<file path="src/rtl/fetch_queue_arbiter.sv">
// Two-source round-robin arbiter in front of the single-entry fetch-packet queue.
// Zero-latency pass-through, grant lock under back-pressure, post-redirect discard window.
// Optional performance counters are built when FETCH_ARB_PERF_EN is defined.
module fetch_queue_arbiter #(
    parameter int PC_W         = 40,
    parameter int DATA_W       = 128,
    parameter int MASK_W       = 8,
    parameter int FLUSH_CYCLES = 2
) (
    input  logic              clock,
    input  logic              reset,
    input  logic              flush_i,

    input  logic              in0_valid_i,
    output logic              in0_ready_o,
    input  logic [PC_W-1:0]   in0_pc_i,
    input  logic [DATA_W-1:0] in0_data_i,
    input  logic [MASK_W-1:0] in0_mask_i,
    input  logic              in0_xcpt_pf_i,
    input  logic              in0_xcpt_ae_i,

    input  logic              in1_valid_i,
    output logic              in1_ready_o,
    input  logic [PC_W-1:0]   in1_pc_i,
    input  logic [DATA_W-1:0] in1_data_i,
    input  logic [MASK_W-1:0] in1_mask_i,
    input  logic              in1_xcpt_pf_i,
    input  logic              in1_xcpt_ae_i,

    output logic              out_valid_o,
    input  logic              out_ready_i,
    output logic [PC_W-1:0]   out_pc_o,
    output logic [DATA_W-1:0] out_data_o,
    output logic [MASK_W-1:0] out_mask_o,
    output logic              out_xcpt_pf_o,
    output logic              out_xcpt_ae_o,
    output logic              out_src_o
`ifdef FETCH_ARB_PERF_EN
    ,
    output logic [31:0]       perf_grant0_o,
    output logic [31:0]       perf_grant1_o,
    output logic [31:0]       perf_discard_o
`endif
);

    localparam int              CNT_W    = $clog2(FLUSH_CYCLES + 1);
    localparam logic [CNT_W-1:0] CNT_LOAD = CNT_W'(FLUSH_CYCLES - 1);

    localparam logic [1:0] ST_RUN    = 2'd0;
    localparam logic [1:0] ST_LOCKED = 2'd1;
    localparam logic [1:0] ST_FLUSH  = 2'd2;

    logic [1:0]       state_q, state_d;
    logic             rr_ptr_q, rr_ptr_d;
    logic             lock_sel_q, lock_sel_d;
    logic [CNT_W-1:0] flush_cnt_q, flush_cnt_d;

    logic sel;
    logic sel_valid;
    logic discard;
    logic handshake;

    // A locked grant ignores rr_ptr and the other source until it completes.
    always_comb begin
        if (state_q == ST_LOCKED)
            sel = lock_sel_q;
        else if (in0_valid_i && in1_valid_i)
            sel = rr_ptr_q;
        else
            sel = in1_valid_i;
    end

    assign sel_valid = sel ? in1_valid_i : in0_valid_i;
    assign discard   = flush_i || (state_q == ST_FLUSH);
    assign handshake = out_valid_o && out_ready_i;

    assign out_valid_o = !reset && !discard && sel_valid;
    assign in0_ready_o = !reset && (discard || (!sel && out_ready_i));
    assign in1_ready_o = !reset && (discard || ( sel && out_ready_i));
    assign out_src_o   = !reset && sel;

    assign out_pc_o      = sel ? in1_pc_i      : in0_pc_i;
    assign out_data_o    = sel ? in1_data_i    : in0_data_i;
    assign out_mask_o    = sel ? in1_mask_i    : in0_mask_i;
    assign out_xcpt_pf_o = sel ? in1_xcpt_pf_i : in0_xcpt_pf_i;
    assign out_xcpt_ae_o = sel ? in1_xcpt_ae_i : in0_xcpt_ae_i;

    always_comb begin
        state_d     = state_q;
        rr_ptr_d    = rr_ptr_q;
        lock_sel_d  = lock_sel_q;
        flush_cnt_d = flush_cnt_q;
        if (flush_i) begin
            state_d     = ST_FLUSH;
            flush_cnt_d = CNT_LOAD;
        end else begin
            case (state_q)
                ST_FLUSH: begin
                    if (flush_cnt_q == '0)
                        state_d = ST_RUN;
                    else
                        flush_cnt_d = flush_cnt_q - 1'b1;
                end
                ST_LOCKED: begin
                    if (handshake) begin
                        rr_ptr_d = !lock_sel_q;
                        state_d  = ST_RUN;
                    end else if (!sel_valid) begin
                        state_d = ST_RUN;
                    end
                end
                default: begin
                    state_d = ST_RUN;
                    if (handshake) begin
                        rr_ptr_d = !sel;
                    end else if (out_valid_o) begin
                        lock_sel_d = sel;
                        state_d    = ST_LOCKED;
                    end
                end
            endcase
        end
    end

    always_ff @(posedge clock) begin
        if (reset) begin
            state_q     <= ST_RUN;
            rr_ptr_q    <= 1'b0;
            lock_sel_q  <= 1'b0;
            flush_cnt_q <= '0;
        end else begin
            state_q     <= state_d;
            rr_ptr_q    <= rr_ptr_d;
            lock_sel_q  <= lock_sel_d;
            flush_cnt_q <= flush_cnt_d;
        end
    end

`ifdef FETCH_ARB_PERF_EN
    logic [31:0] perf_grant0_q, perf_grant1_q, perf_discard_q;
    logic        discard_evt;

    assign discard_evt = discard && (in0_valid_i || in1_valid_i);

    // Saturating event counters.
    always_ff @(posedge clock) begin
        if (reset) begin
            perf_grant0_q  <= '0;
            perf_grant1_q  <= '0;
            perf_discard_q <= '0;
        end else begin
            if (handshake && !sel && (perf_grant0_q != '1))
                perf_grant0_q <= perf_grant0_q + 32'd1;
            if (handshake && sel && (perf_grant1_q != '1))
                perf_grant1_q <= perf_grant1_q + 32'd1;
            if (discard_evt && (perf_discard_q != '1))
                perf_discard_q <= perf_discard_q + 32'd1;
        end
    end

    assign perf_grant0_o  = perf_grant0_q;
    assign perf_grant1_o  = perf_grant1_q;
    assign perf_discard_o = perf_discard_q;
`endif

endmodule

</file>
<file path="config.mk">
export PLATFORM = sky130hd
export DESIGN_NAME = fetch_queue_arbiter
export DESIGN_NICKNAME = d
export VERILOG_FILES = /design/src/rtl/fetch_queue_arbiter.sv
export SDC_FILE = /design/constraint.sdc
export NUM_CORES = 1
export LEC_CHECK = 0
export ABC_CLOCK_PERIOD_IN_PS = 1630
export BUFFER_PORTS_ARGS = -buffer_cell sky130_fd_sc_hd__clkbuf_2
export CAP_MARGIN = 20
export CORE_AREA = 2 2 213 215
export DETAILED_ROUTE_END_ITERATION = 10
export DIE_AREA = 0 0 215 217
export SLEW_MARGIN = 20
export SYNTH_ARGS = -nofsm -noshare
export SYNTH_HDL_FRONTEND = slang
export SYNTH_SLANG_ARGS = --single-unit
</file>
<file path="constraint.sdc">
create_clock -name clock -period 1.63 [get_ports clock]
set_input_delay 0 -clock clock [delete_from_list [all_inputs] [get_ports clock]]
set_output_delay 0 -clock clock [all_outputs]
set_load 0.005 [all_outputs]
</file>
==> results of run 1 <==
critical path, delay by kind of cell (launching register included):
kind                       cells  cell delay [ns]
buffers and inverters          5             0.60
DFF                            1             0.33
AOI/OAI and AO/OA              1             0.29
and+or+nand+nor                3             0.28
adders and majority gates      1             0.15
power by group through the flow:
stage / clock network [mW] / logic [mW] / registers [mW]
after floorplan: 0 / 0.690 / 0.161
after global placement: 0 / 2.10 / 0.162
after detailed placement: 0 / 2.09 / 0.162
after CTS: 0.400 / 2.67 / 0.161
after global routing: 0.412 / 3.32 / 0.162
final: 0.394 / 3.11 / 0.161
path summary, 6_finish.rpt:
kind	slack (ns)	start	cells past startpoint	end
setup / recovery	-0.28	state_q[1]	10	out_pc_o[20]
hold reg to reg	0.47	rr_ptr_q	2	rr_ptr_q
hold / removal	0.009	flush_i	2	flush_cnt_q[1]
setup reg to reg	0.08	state_q[1]	9	rr_ptr_q
synthesized netlist by cell type:
cell type | number | area (um^2)
ha_1 | 3 | 37.5
nand2b_1 | 4 | 25.0
a21boi_0 | 1 | 7.51
nor2_1 | 5 | 18.8
xnor2_1 | 1 | 8.76
buf_4 | 9 | 67.6
o221a_2 | 1 | 11.3
nand2b_4 | 1 | 13.8
a2111oi_0 | 1 | 8.76
nor3_1 | 1 | 5.00
buf_2 | 21 | 105
dfxtp_1 | 6 | 120
clkbuf_1 | 8 | 30.0
nor2b_1 | 1 | 6.26
buf_6 | 2 | 22.5
and2b_1 | 1 | 7.51
mux2i_1 | 4 | 40.0
a21oi_1 | 4 | 20.0
nand2_1 | 540 | 2030
inv_1 | 5 | 18.8
o22ai_1 | 1 | 6.26
o21ai_4 | 1 | 16.3
a211oi_1 | 1 | 7.51
nand3b_1 | 1 | 7.51
o21a_1 | 1 | 7.51
cell families after synthesis:
group | share of synthesized area
fa+ha+maj | 0.0142
buf+inv | 0.0922
mux | 0.0151
simple gates | 0.798
flops | 0.0454
compound gates | 0.0322
xor+xnor | 0.00331
flip-flops by register name, summed over array words and instances, names as in the netlist:
register / flops
flush_cnt_q: 2
lock_sel_q: 1
rr_ptr_q: 1
state_q: 2
per-layer routing:
| layer | routed length (um) | up-vias | GRT usage | share of wire |
|---|---|---|---|---|
| li1 | - | 3042 | - | - |
| met1 | 13500 | 2821 | 0.157 | 0.40 |
| met2 | 17600 | 416 | 0.246 | 0.52 |
| met3 | 2300 | 35 | 0.0151 | 0.067 |
| met4 | 667 | 0 | 0.0110 | 0.020 |
| met5 | 0 | - | 0 | 0 |
cell type report:
type | instances | area, um^2
Fill cell | 5114 | 35800
Antenna cell | 2 | 5.00
Tap cell | 600 | 751
Clock buffer | 3 | 75.1
Inverter | 5 | 18.8
Timing Repair Buffer | 621 | 4580
Sequential cell | 6 | 123
Multi-Input combinational cell | 573 | 3360
timing repair:
item                       CTS  global route
setup endpoints to repair  181           186
buffers inserted            12             7
gates resized for setup    224           362
gates cloned                14            10
pin swaps                   94           112
==> results.txt, run 1 <==
Run status - finished, violations left
Violated checks - negative setup slack
Leading cell type in the layout, fill and taps excluded - clkbuf_2
IO Pins - 544
Final min period - 1.91 ns
Grt total ovfl - 0
Vias in the first global route - 5,848
Crit. End Element - output pin
Area Overhead vs Synth - 237%
Slew headroom - 0.751
GPL Wtd Cong - 0.960
Final WL - 34.1 mm
Vias - 6,314
Slew of the pin with the lowest slew margin - 0.371 ns
GRT Util Overall - 0.128
Via/cell ratio - 3.49
Final core occ - 0.200
Pint - 2.04 mW
Num CTS Buffers - 3
Die height - 217 um
Die W - 215 um
Hold buffers post-CTS - 0
Placed Area - 6320 um^2
Sw power - 1.62 mW
Fraction of layout cells with a size suffix above 1 - 0.711
Post-route cell area - 8920 um^2
Final Cycle Share - 1.17
Seq/Total Area, Yosys - 0.0454
Synth cell types - 25
I/O Buffers - 543
Starting Density - 0.0592
RSZ-0062 raised after global routing - true
Max cap viols - 0
Crit Path Category - register to output pin
Clock slew at reported path FFs - 0.03 ns
Worst hold slack - 0.00890 ns
TritonCTS clock tree - done
Setup TNS Final - -35.30 ns
Crit-path max cell delay - 0.33 ns
Row count - 78
Worst VDD drop - 0.368 mV
Slowest stage cell, crit path - dfxtp_2
Post-route non-filler standard cell count - 1,810
Final setup viols - 181
Fin. max-slew vios - 0
Flop pwr share - 0.044
Synthesized area - 2650 um^2
Critical Path Most Common Cell - nand2_1
Placeable core area - 44,700 um^2
Root buf cell - clkbuf_16
Clock power frac - 0.108
Hold crit path type - input port to register
Final antenna-violating net count - 0
Sw frac - 0.443
H-tree Lvls - 1
Static Leak - 5.30 nW
Post-Synthesis Cells - 624
Skew final - 0.00255 ns
Post-synth net total - 989
Worst EP required - 1.63 ns
FMAX - 525 MHz
Setup WS pre-CTS - -0.170 ns
Final Power - 3.66 mW
Critical-path maximum fanout - 8
First drt pass iteration count - 5
Worst-path cell chain - inv_2 > ha_4 > nand2b_4 > o21a_4 > buf_6 > buf_16 > buf_8 > nand2_1 > nand2_1 > buf_2
Die area - 46,700 um^2
First-pass GRT wire length - 42.3 mm
DP Wirelength - 27.3 mm
Final critical-path setup slack - -0.275 ns
Pwr dens - 411 nW/um^2
Worst EP arrival - 1.91 ns
Ys Warns - 0
WL/cell - 18.8 um
Initial antenna violation count - 3
Mean Syn Cell Area - 4.24 um^2
CTS max path bufs - 2
Number of clock sinks - 6
Largest net degree at the start of global routing - 24
Startpoint types - register
Count of final hold-check violations - 0
Final net count - 1,575
Clk_lat worst skew - 0.23 ns
#FFs+latches synth - 6
DRC - 0
Combinational fraction of design power - 0.848
Most frequent cells in the layout - clkbuf_2 (444), nand2_1 (314), nand2_2 (131), nand2_4 (93), buf_6 (53)
Placed Cells incl. Taps - 1,770
DRT iter0 DRCs - 314
(Power assumes the default switching activity.)
==> inputs of run 2 (changes only) <==
--- a/config.mk
+++ b/config.mk
@@ -5,12 +5,13 @@
 export SDC_FILE = /design/constraint.sdc
 export NUM_CORES = 1
 export LEC_CHECK = 0
-export ABC_CLOCK_PERIOD_IN_PS = 1630
+export ABC_CLOCK_PERIOD_IN_PS = 2220
 export BUFFER_PORTS_ARGS = -buffer_cell sky130_fd_sc_hd__clkbuf_2
 export CAP_MARGIN = 20
 export CORE_AREA = 2 2 213 215
 export DETAILED_ROUTE_END_ITERATION = 10
 export DIE_AREA = 0 0 215 217
+export RECOVER_POWER = 50
 export SLEW_MARGIN = 20
 export SYNTH_ARGS = -nofsm -noshare
 export SYNTH_HDL_FRONTEND = slang
==> constraint.sdc (replaced) <==
create_clock -name clock -period 2.22 [get_ports clock]
set_input_delay 0 -clock clock [delete_from_list [all_inputs] [get_ports clock]]
set_output_delay 0 -clock clock [all_outputs]
set_load 0.005 [all_outputs]
==> run 2 against run 1 <==
The flow now finishes without violations. Combinational power down 53%. Cell count down 3.0%. Flip-flop and latch count unchanged. Largest power group unchanged. Highest routed layer unchanged.
==> results.txt, run 2 (synthesis results as in run 1) <==
Clk_lat worst skew - 0.22 ns
First drt pass iteration count - 5
GPL Wtd Cong - 0.895
Initial antenna violation count - 4
Final net count - 1,520
I/O Buffers - 543
Placeable core area - 44,700 um^2
Hold crit path type - input port to register
Worst EP arrival - 2.11 ns
CTS max path bufs - 2
Final critical-path setup slack - 0.107 ns
Root buf cell - clkbuf_16
First-pass GRT wire length - 36.7 mm
Run status - completed
Crit Path Category - register to output pin
IO Pins - 544
Max cap viols - 0
Clock slew at reported path FFs - 0.03 ns
Most frequent cells in the layout - clkbuf_2 (542), nand2_1 (540), buf_4 (13), dfxtp_1 (6), buf_12 (6)
Static Leak - 4.18 nW
Final Power - 1.88 mW
Row count - 78
Number of clock sinks - 6
Worst VDD drop - 0.189 mV
Worst EP required - 2.22 ns
WL/cell - 16.2 um
Hold wc startpoint - flush_i
Area Overhead vs Synth - 137%
Die height - 217 um
Final min period - 2.11 ns
Critical Path Start - state_q[1]
Placed Area - 6130 um^2
Hold buffers post-CTS - 0
Final core occ - 0.141
Fillers - 5,383
H-tree Lvls - 1
TritonCTS clock tree - done
Final Cycle Share - 0.952
DP Wirelength - 25.5 mm
Critical-path maximum fanout - 36
Slew of the pin with the lowest slew margin - 0.361 ns
Leading cell type in the layout, fill and taps excluded - clkbuf_2
Die W - 215 um
Grt total ovfl - 0
Crit. End Element - output pin
Skew final - 0.00116 ns
Fin. max-slew vios - 0
Top Registers - flush_cnt_q x2, state_q x2
Num CTS Buffers - 3
Startpoint types - register
Pwr dens - 298 nW/um^2
GRT Util Overall - 0.109
Setup WS pre-CTS - 0.272 ns
DRT iter0 DRCs - 338
Final setup viols - 0
Vias in the first global route - 5,395
Fraction of layout cells with a size suffix above 1 - 0.496
Die area - 46,700 um^2
DRC - 0
Final WL - 28.4 mm
Via/cell ratio - 3.31
Post-route cell area - 6280 um^2
Final antenna-violating net count - 0
Largest net degree at the start of global routing - 51
FMAX - 473 MHz
Vias - 5,806
Starting Density - 0.0592
Slew headroom - 0.758
Placed Cells incl. Taps - 1,746
Post-route non-filler standard cell count - 1,756
Count of final hold-check violations - 0
R2R Path Start - state_q[1]
==> run 2: cell type report <==
class / count / area [um^2] / area share
timing repair buffer: 566 / 3020 / 0.481
multi-input combinational: 573 / 2290 / 0.364
tap: 600 / 751 / 0.119
sequential: 6 / 120 / 0.0191
clock buffer: 3 / 75.1 / 0.0119
inverter: 5 / 18.8 / 0.00299
antenna: 3 / 7.51 / 0.00119
==> run 2: stage by stage <==
step	hold slack, ns	TNS [ns]
floorplan	0.0831	0
CTS	0.0240	0
finish	0.0280	0
global route	0.0599	-0.00481
global placement	0.253	0
detailed placement	0.256	0
==> run 2: per-layer routing <==
layer	part of all wire	track usage
met5	0	0
met4	0.024	0.0244
met2	0.49	0.200
met3	0.075	0.0137
met1	0.41	0.135
==> run 2: worst max-delay path, cell delays in order, from the launching register on <==
cell and delay [ns]:
dfxtp_1 0.35, inv_1 0.06, ha_1 0.24, nand2b_4 0.18, o21ai_4 0.22, buf_12 0.20, buf_12 0.20, nand2_1 0.12
nand2_1 0.13, clkbuf_2 0.13
==> run 2: path summary, 6_finish.rpt <==
path / end / slack (ns) / cells after the start
worst min-delay path: flush_cnt_q[1] / 0.03 / 2
worst max-delay path: out_data_o[32] / 0.11 / 9
worst min register to register: rr_ptr_q / 0.48 / 2
worst max register to register: lock_sel_q / 0.62 / 7
==> run 2: what timing repair did <==
item / 4_1_cts / 5_1_grt
resized for setup: 0 / 2
buffers inserted: 0 / 2
endpoints found under the hold margin: 0 / 0
endpoints found under the setup margin: 0 / 22
==> run 2: where the power goes <==
part	internal, mW	total (mW)	switching [mW]
registers	0.114	0.118	0.00381
clock network	0.231	0.287	0.0566
logic	0.646	1.47	0.824
total	0.991	1.88	0.884
